$ cat src/rtl/serial_deserializer.sv
// Serial-to-parallel receiver: gathers N accepted serial bits into a word and
// hands it to a word-wide consumer over a valid/ready interface.
module serial_deserializer #(
  parameter int N         = 4,
  parameter bit MSB_FIRST = 1'b1
) (
  input  logic                      clk,
  input  logic                      rst,
  input  logic                      serial_in,
  input  logic                      in_valid,
  input  logic                      frame_sync,
  output logic                      in_ready,
  output logic [N-1:0]              parallel_out,
  output logic                      out_valid,
  input  logic                      out_ready,
  output logic [$clog2(N+1)-1:0]    bit_count,
  output logic                      overflow,
  input  logic                      clear_ovf,
  output logic [1:0]                fsm_state
);

  localparam int CW = $clog2(N+1);

  localparam logic [1:0] IDLE  = 2'd0;
  localparam logic [1:0] SHIFT = 2'd1;
  localparam logic [1:0] FULL  = 2'd2;

  // Handshakes: a serial bit transfers on a rising edge where in_valid && in_ready;
  // a word transfers on a rising edge where out_valid && out_ready. Neither
  // valid may depend on the matching ready; in_ready depends on out_ready only
  // while a word is waiting, which lets consume-and-accept happen in one cycle.

  logic [1:0]   state;
  logic [N-1:0] sr;
  logic [N-1:0] shifted;
  logic         accept;
  logic         last_bit;

  assign fsm_state = state;
  assign in_ready  = (state == FULL) ? out_ready : 1'b1;
  assign accept    = in_valid && in_ready;

  always_comb begin
    shifted = sr;
    if (MSB_FIRST) shifted = {sr[N-2:0], serial_in};
    else           shifted = {serial_in, sr[N-1:1]};
  end

  // A resync bit always restarts the word, so it can never be the completing bit.
  assign last_bit = (state == SHIFT) && !frame_sync && (bit_count == CW'(N-1));

  always_ff @(posedge clk) begin
    if (rst) begin
      state        <= IDLE;
      sr           <= '0;
      parallel_out <= '0;
      out_valid    <= 1'b0;
      bit_count    <= '0;
      overflow     <= 1'b0;
    end else begin
      if (in_valid && !in_ready) overflow <= 1'b1;
      else if (clear_ovf)        overflow <= 1'b0;

      // Stale bits from a discarded partial word are shifted out before completion.
      if (accept) sr <= shifted;

      case (state)
        IDLE: begin
          if (accept) begin
            state     <= SHIFT;
            bit_count <= CW'(1);
          end
        end
        SHIFT: begin
          if (accept) begin
            if (last_bit) begin
              parallel_out <= shifted;
              out_valid    <= 1'b1;
              bit_count    <= '0;
              state        <= FULL;
            end else if (frame_sync) begin
              bit_count <= CW'(1);
            end else begin
              bit_count <= bit_count + CW'(1);
            end
          end
        end
        FULL: begin
          if (out_ready) begin
            out_valid <= 1'b0;
            if (in_valid) begin
              state     <= SHIFT;
              bit_count <= CW'(1);
            end else begin
              state <= IDLE;
            end
          end
        end
        default: state <= IDLE;
      endcase
    end
  end

endmodule

$ cat config.mk
export PLATFORM = sky130hd
export DESIGN_NAME = serial_deserializer
export DESIGN_NICKNAME = d
export VERILOG_FILES = /design/src/rtl/serial_deserializer.sv
export SDC_FILE = /design/constraint.sdc
export NUM_CORES = 1
export LEC_CHECK = 0
export CAP_MARGIN = 20
export CORE_MARGIN = 2
export CORE_UTILIZATION = 42
export CTS_CLUSTER_SIZE = 28
export DETAILED_ROUTE_END_ITERATION = 7
export PLACE_DENSITY = 0.8
export REMOVE_ABC_BUFFERS = 1
export SLEW_MARGIN = 20
export SYNTH_ARGS = -nofsm -noshare
export SYNTH_HDL_FRONTEND = slang
export SYNTH_SLANG_ARGS = --single-unit
$ cat constraint.sdc
create_clock -name clk -period 1.5 [get_ports clk]
set_clock_uncertainty 0.05 [all_clocks]
set_input_delay 0.225 -clock clk [delete_from_list [all_inputs] [get_ports clk]]
set_output_delay 0.225 -clock clk [all_outputs]
set_load 0.01 [all_outputs]
## Yosys cells after proc, flatten, opt, wreduce, memory -nomap -nowiden

Cells that the tools add are included.

- Add/subtract/negate cells: 1
- Reduce and logical (&&, ||, !) cells: 14
- Multiplexer cells: 20
- Equality and inequality tests: 8

Operators with widths:

| operator | number |
|---|---|
| 3-bit two-way mux | 6 |
| 2-bit inequality test, second input constant | 5 |
| 3-bit case mux with 3 select lines | 1 |
| 2-bit two-way mux | 4 |
| 4-bit AND reduction | 2 |
| 1-bit two-way mux | 7 |
| 2-bit case mux with 3 select lines | 1 |
| 5-bit AND reduction | 1 |
| 1-bit logical AND | 4 |
| 2-bit nonzero test | 2 |
| 3-bit by 1-bit adder with 3-bit output, second input constant | 1 |
| 3-bit by 2-bit equality test with 1-bit output, second input constant | 1 |
| 3-bit AND reduction | 1 |
| 3-bit nonzero test | 1 |
| 2-bit by 1-bit equality test with 1-bit output, second input constant | 1 |
| 2-bit equality test, second input constant | 1 |
| 1-bit zero test | 2 |
| 2-bit zero test | 1 |
| 1-bit case mux with 2 select lines | 1 |

- Input port bits: 7
- Bits in registers: 14
- Word-level logic and storage cells: 49

## Depth between registers and ports, before layout

Gate-level depths: netlist of the first run.

- Depth in word-level cells: 6
- Mapped depth: 8
- Gate-level depth less buffers: 6

## Least setup slack after synthesis of the first run

OpenSTA, ideal clock, no wires.

- Path kind: register to register
- Start point: register state[1] (netlist: fsm_state[1])
- End point: register bit_count[1]
- Required time: 1354 ps
- Arrival: 1579 ps
- Stages on the path, launching flop included: 7
- Slack: -225 ps
- Buffers on the path: 1
- Cell sequence: dfxtp_1 -> inv_1 -> ha_1 -> buf_6 -> o21ba_1 -> or3_4 -> o41ai_2

- Word-level cells in the longest chain between the ends: 6

RTL lines:

| element | line | source |
|---|---|---|
| from (decl) | 33 | `logic [1:0] state;` |
| from (signal assigned) | 54 | `state <= IDLE;` |
| from (signal assigned) | 70 | `state <= SHIFT;` |
| from (signal assigned) | 80 | `state <= FULL;` |
| 2-bit by 1-bit equality test with 1-bit output | 50, 67 |  |
| 1-bit logical AND (2 in a row) | 50 | `assign last_bit = (state == SHIFT) && !frame_sync && (bit_count == CW'(N-1));` |
| 3-bit two-way mux | 76 | `if (last_bit) begin` |
| 3-bit two-way mux | 75 | `if (accept) begin` |
| 3-bit case mux with 3 select lines | 67 | `case (state)` |
| to (signal assigned) | 84 | `bit_count <= bit_count + CW'(1);` |
| to (decl) | 16 | `output logic [$clog2(N+1)-1:0] bit_count,` |

Several ways; a longest one is shown, not always the timed one. The select of a mux whose other input is x is not followed.
A chain may end at the register's enable or synchronous reset.

## Worst setup path in the final report of the first run

- Start point: register state[0] (netlist: fsm_state[0])
- End point: output port in_ready

- Word-level cells in the longest chain between the ends: 2

RTL lines:

| element | line | source |
|---|---|---|
| 2-bit equality test | 40 | `assign in_ready = (state == FULL) ? out_ready : 1'b1;` |
| 1-bit two-way mux | 40 |  |
| to (decl) | 12 | `output logic in_ready,` |

No other way between the ends.

==> results_dict.tcl, run 1 <==
set metrics [dict create \
    cellLeakagePower_nw 0.5083 \
    syn2layout_area_growth_pct 59.58 \
    holdBufCountCts 0 \
    grt_pass1_vias 764 \
    max-vdd-ir-drop_mv 0.5788 \
    slowest_delay_ps 340 \
    cp-start-kind "flop" \
    worstSetupPathType "flop to primary output" \
    end_kind "primary output" \
    synth_top_cell_by_area "dfxtp_1" \
    grt_setup_unrepaired "true" \
    cts_tree "yes" \
    finalCritPeriodShare_pct 104.2 \
    grt_max_degree 11 \
    hold_path_class "flop to flop" \
    crit_fanout 3 \
    dpl.hpwl_mm 1.438 \
    ios 19 \
    cp.arrival_ps 1290 \
    groute.usage.overall_pct 20.85 \
    dieArea_sq_mm 0.002194 \
    hold_viol 0 \
    async_flop_share_pct 0 \
    htreeDepth 1 \
    avgSynthCellArea_sq_um 8.660 \
    wl_per_cell_microns 13.44 \
    via_per_inst 5.447 \
    die_x_microns 46.84 \
    die_h_microns 46.84 \
    cts.sinks 14 \
    violations "setup timing" \
    cp_common_cell "inv_2" \
    worst_slew_pin_slew_ps 279.5 \
    dr.first_iter.drc_count 18 \
    finalMaxSlewViolations 0 \
    grt_pass1_wl_mm 3.187 \
    synth_top_flop_cell "dfxtp_1" \
    wl_mm 2.016 \
    cpMaxStageDelayCell "dfxtp_2" \
    post-place-ws_ps -194.0 \
    clk_pin_slew_ps 80 \
    synth_edf_count 0 \
    dpl_cell_area_sq_mm 0.001096 \
    timing.slew.headroom_pct 81.07 \
    initial_utilization_pct 44.64 \
    yosysSeqAreaShare_pct 36.36 \
    top_usage_layer "met2" \
    status "finished, violations left" \
    gr-usage-met2_pct 32.60 \
    ys_warn_count 0 \
    crit_chain "inv_2 -> ha_4 -> nor2b_4 -> inv_2 -> clkdlybuf4s15_2" \
    stdcell_area_sq_mm 0.001230 \
    synth_cell_type_count 33 \
    nets 140 \
    cap_violations 0 \
    detail_route.first_pass.iterations 4 \
    core_area_sq_mm 0.001727 \
    drive_above_1_share_pct 34.40 \
    fin_crit_ps 1563 \
    post-route-worst-setup-slack_ps -62.78 \
    synth_area_sq_um 770.7 \
    antennaDiodeCount 0 \
    met1_usage_pct 26.06 \
    vias 817 \
    fmax_mhz 639.9 \
    grt_antenna_before_repair 0 \
    finalSetupViolCount 3 \
    ant_nets 0 \
    io_buffer_count 18 \
    clk_path_buf_depth 2 \
    netlist.area_leader.share_pct 36.36 \
    overflow 0 \
    clock_latency_ps 280 \
    cts_buffers 3 \
    gr-usage-met3_pct 3.462 \
    synth-seq-cells 14 \
    clockRootBuffer "clkbuf_4" \
    yosys-top-cells-area "dfxtp_1, ha_1, a21oi_1" \
    synth_cells 89 \
    synth_common_cells "dfxtp_1, a21oi_1, ha_1, inv_1" \
    route.detailed.drc 0 \
    row_count 15 \
    power-per-cell-area_mw_per_mm2 969.0 \
    routabilityCongestion 0.8043 \
    synth_most_common_cell "dfxtp_1" \
    required_ps 1220 \
]
## cells by family after synthesis
family	synth area share [%]
AO/OA/AOI/OAI	24.52
buffers and inverters	8.117
multiplexers	2.598
AND/OR/NAND/NOR	18.67
flip-flops	36.36
adder cells (fa/ha/maj)	9.740
## flip-flops by register name, summed over array words and instances (netlist names)
| name | flops |
|---|---|
| parallel_out | 4 |
| bit_count | 3 |
| sr | 3 |
| fsm_state | 2 |
| out_valid | 1 |
| overflow | 1 |
## where the power goes
group / switching (mW) / leakage, nW / total (mW) / internal, mW
sequential: 0.0300 / 0.115 / 0.438 / 0.408
combinational: 0.247 / 0.379 / 0.543 / 0.296
clock: 0.118 / 0.0138 / 0.211 / 0.0930
## path summary, 6_finish.rpt
kind / cells past startpoint / slack, ps / to / from
worst max register to register: 5 / -60 / bit_count[1] / fsm_state[0]
worst max-delay path: 5 / -60 / in_ready / fsm_state[0]
worst min register to register: 2 / 420 / out_valid / out_valid
worst min-delay path: 2 / 420 / out_valid / out_valid
## critical path, delay by kind of cell (launching register included)
kind	cells	cell delay, ps
adder cells (fa/ha/maj)	1	150
flip-flops	1	340
AND/OR/NAND/NOR	1	150
buffers and inverters	3	360
## metal layers
| metal | vias to the layer above | wire, microns |
|---|---|---|
| met5 | - | 0 |
| met4 | 0 | 48 |
| met3 | 6 | 70 |
| met2 | 28 | 1067 |
| met1 | 383 | 830 |
| li1 | 400 | - |
## layout by cell type (no fill, tap or decap), drive strengths merged, types with 2 or more instances in the layout
cell type       n
buf            21
dfxtp          14
clkdlybuf4s50  12
a21oi          10
o21ai           7
inv             7
ha              6
nand2           5
nand4           4
o31ai           4
dlygate4sd2     4
nor2            3
nand3           3
clkbuf          3
mux2i           2
nor2b           2
or3             2
nand2b          2
o311ai          2
## cell type report
| cell class | count | area (sq um) |
|---|---|---|
| well taps | 25 | 31.28 |
| multi-input cells | 62 | 520.5 |
| flip-flops and latches | 14 | 286.5 |
| fillers | 142 | 496.7 |
| clock buffers | 3 | 22.52 |
| inverters | 7 | 28.78 |
| repair buffers | 39 | 340.3 |
## repair_timing
| item | in CTS | in global routing |
|---|---|---|
| gates resized for setup | 28 | 5 |
| endpoints found under the setup margin | 9 | 7 |
| cloned | 0 | 0 |
| buffers inserted | 1 | 0 |
| pin swaps | 6 | 2 |
## stage by stage
step	setup TNS [ps]	util (%)	power (mW)	hold WS (ps)	cells
after floorplan	-842.4	-	0.6465	244.1	83
final	-119.1	71.23	1.192	423.5	150
after CTS	-107.1	69.64	1.156	414.6	150
after global routing	-305.9	71.23	1.259	433.1	150
after global placement	-1210	63.48	0.8942	394.3	146
after detailed placement	-1450	63.48	0.9052	404.1	146
No activity file was read; power rests on OpenSTA's default activity.
==> run 2, diff against run 1 <==
--- a/config.mk
+++ b/config.mk
@@ -7,10 +7,11 @@
 export LEC_CHECK = 0
 export CAP_MARGIN = 20
 export CORE_MARGIN = 2
-export CORE_UTILIZATION = 42
+export CORE_UTILIZATION = 53
 export CTS_CLUSTER_SIZE = 28
 export DETAILED_ROUTE_END_ITERATION = 7
-export PLACE_DENSITY = 0.8
+export DONT_BUFFER_PORTS = 1
+export PLACE_DENSITY = 0.79
 export REMOVE_ABC_BUFFERS = 1
 export SLEW_MARGIN = 20
 export SYNTH_ARGS = -nofsm -noshare
==> results_dict.tcl, run 2 (synthesized netlist as in run 1, its figures left out) <==
set metrics [dict create \
    status "finished, violations left" \
    violations "setup timing" \
    slowest_delay_ps 390 \
    die_h_microns 42.14 \
    ant_nets 0 \
    required_ps 1620 \
    intPower_mw 0.7935 \
    top_register "parallel_out" \
    core_area_sq_mm 0.001334 \
    cap_violations 0 \
    clock_latency_ps 300 \
    fin_crit_ps 1553 \
    wl_per_cell_microns 20.71 \
    io_buffer_count 0 \
    netSwitchingPower_mw 0.4488 \
    syn2layout_area_growth_pct 40.58 \
    dr.first_iter.drc_count 46 \
    dpl_cell_area_sq_um 873.3 \
    grt_max_degree 12 \
    cp-start-kind "flop" \
    clk_path_buf_depth 2 \
    finalMaxSlewViolations 0 \
    routabilityCongestion 0.8121 \
    top_regs "parallel_out (4), bit_count (3), sr (3)" \
    post-route-worst-setup-slack_ps -52.66 \
    swShare_pct 36.13 \
    worst_slew_pin_slew_ps 328.8 \
    cts.sinks 14 \
    fmax_mhz 644.1 \
    final_common_cell "buf_4" \
    rr_worst_depth 6 \
    via_per_inst 6.820 \
    dpl.hpwl_mm 1.387 \
    max-vdd-ir-drop_mv 0.6501 \
    ios 19 \
    cts_tree "yes" \
    wl_mm 2.527 \
    post-place-ws_ps -158.1 \
    hold_path_depth 2 \
    final_cell_mix "buf_4, a21oi_1, dfxtp_1" \
    hold_path_class "input port to flop" \
    finalSetupViolCount 2 \
    combPwrFrac_pct 39.8 \
    groute.usage.overall_pct 28.62 \
    finalCritPeriodShare_pct 103.5 \
    vias 832 \
    p_clk_share_pct 23.4 \
    timing.slew.headroom_pct 78.01 \
    dieArea_sq_mm 0.001775 \
    cp.arrival_ps 1680 \
    cts_buffers 3 \
    stdcell_area_sq_mm 0.001084 \
    end_kind "flop" \
    cpMaxStageDelayCell "dfxtp_4" \
    die_x_microns 42.14 \
    crit_chain "inv_4 -> ha_4 -> o21ba_4 -> buf_4 -> o311ai_2 -> o41ai_2" \
    row_count 13 \
    worstSetupPathType "flop to flop" \
    grt_pass1_wl_mm 3.781 \
    route.detailed.drc 0 \
    detail_route.first_pass.iterations 4 \
    power-per-cell-area_mw_per_mm2 1147 \
    overflow 0 \
    clk_pin_slew_ps 100 \
    crit_fanout 3 \
    antennaDiodeCount 0 \
    cellLeakagePower_nw 0.4162 \
    p_seq_share_pct 36.8 \
    grt_setup_unrepaired "true" \
    htreeDepth 1 \
    hold_viol 0 \
    clockRootBuffer "clkbuf_4" \
    nets 121 \
    grt_pass1_vias 811 \
    initial_utilization_pct 57.79 \
    largest_reg_flops 4 \
    grt_antenna_before_repair 0 \
    drive_above_1_share_pct 42.06 \
]
[run 2: cell types whose count changed in the layout (fill, tap and decap cells not counted), sizes merged]
cell	previous run	this run
clkbuf	3	4
dlygate4sd3	0	1
dlygate4sd2	4	0
buf	21	19
clkdlybuf4s50	12	0
clkdlybuf4s15	1	0
dlymetal6s2s	1	0
[run 2: what timing repair did]
| item | CTS | global route |
|---|---|---|
| hold buffers | 1 | 0 |
| pin swaps | 5 | 7 |
| setup buffers | 3 | 0 |
| hold endpoints to repair | 9 | 0 |
| gates resized for setup | 18 | 15 |
| endpoints found under the setup margin | 6 | 11 |
[run 2: worst max-delay path: cells and delay by family, from the launching register on]
| kind | cells | cell delay [ps] |
|---|---|---|
| AO/OA/AOI/OAI | 3 | 620 |
| buffers and inverters | 2 | 200 |
| flip-flops | 1 | 390 |
| adder cells (fa/ha/maj) | 1 | 160 |
[run 2: per-layer routing]
metal  track usage, %  up-vias  share of wire [%]
met3            6.466       15                7.2
met4            16.25        0                4.3
met5                0        -                  0
met2            49.06       53                 50
li1                 -      361                  -
met1            32.45      403                 38
[run 2: power by group through the flow]
stage	sequential, mW	combinational (mW)	clock [mW]
after floorplan	0.455	0.191	0
after global placement	0.439	0.337	0
after detailed placement	0.443	0.359	0
after CTS	0.441	0.415	0.289
after global routing	0.462	0.535	0.311
final	0.457	0.494	0.291
[run 2: final timing paths]
kind,from,endpoint,slack [ps]
max,fsm_state[1],bit_count[1],-50
min reg2reg,sr[0],sr[1],450
min,serial_in,sr[0],20
max reg2reg,fsm_state[1],bit_count[1],-50
[run 2: layout make-up]
cell class | instances | area [sq um]
fill | 84 | 250.2
timing repair buffer | 20 | 160.2
sequential | 14 | 290.3
tap | 15 | 18.77
inverter | 7 | 31.28
clock buffer | 4 | 36.28
multi-input combinational | 62 | 546.8
[run 2: stage by stage]
step                      hold slack, ps  instances  power (mW)  utilization, %  TNS (ps)
final                              15.23        122       1.242           81.24    -99.69
after global routing               16.42        122       1.307           81.24    -319.2
after CTS                          24.47        122       1.145           75.42    -21.67
after detailed placement           247.4        114      0.8022           65.48    -299.8
after global placement             245.5        114      0.7757           65.48    -88.27
after floorplan                    244.1         83      0.6465               -    -842.4
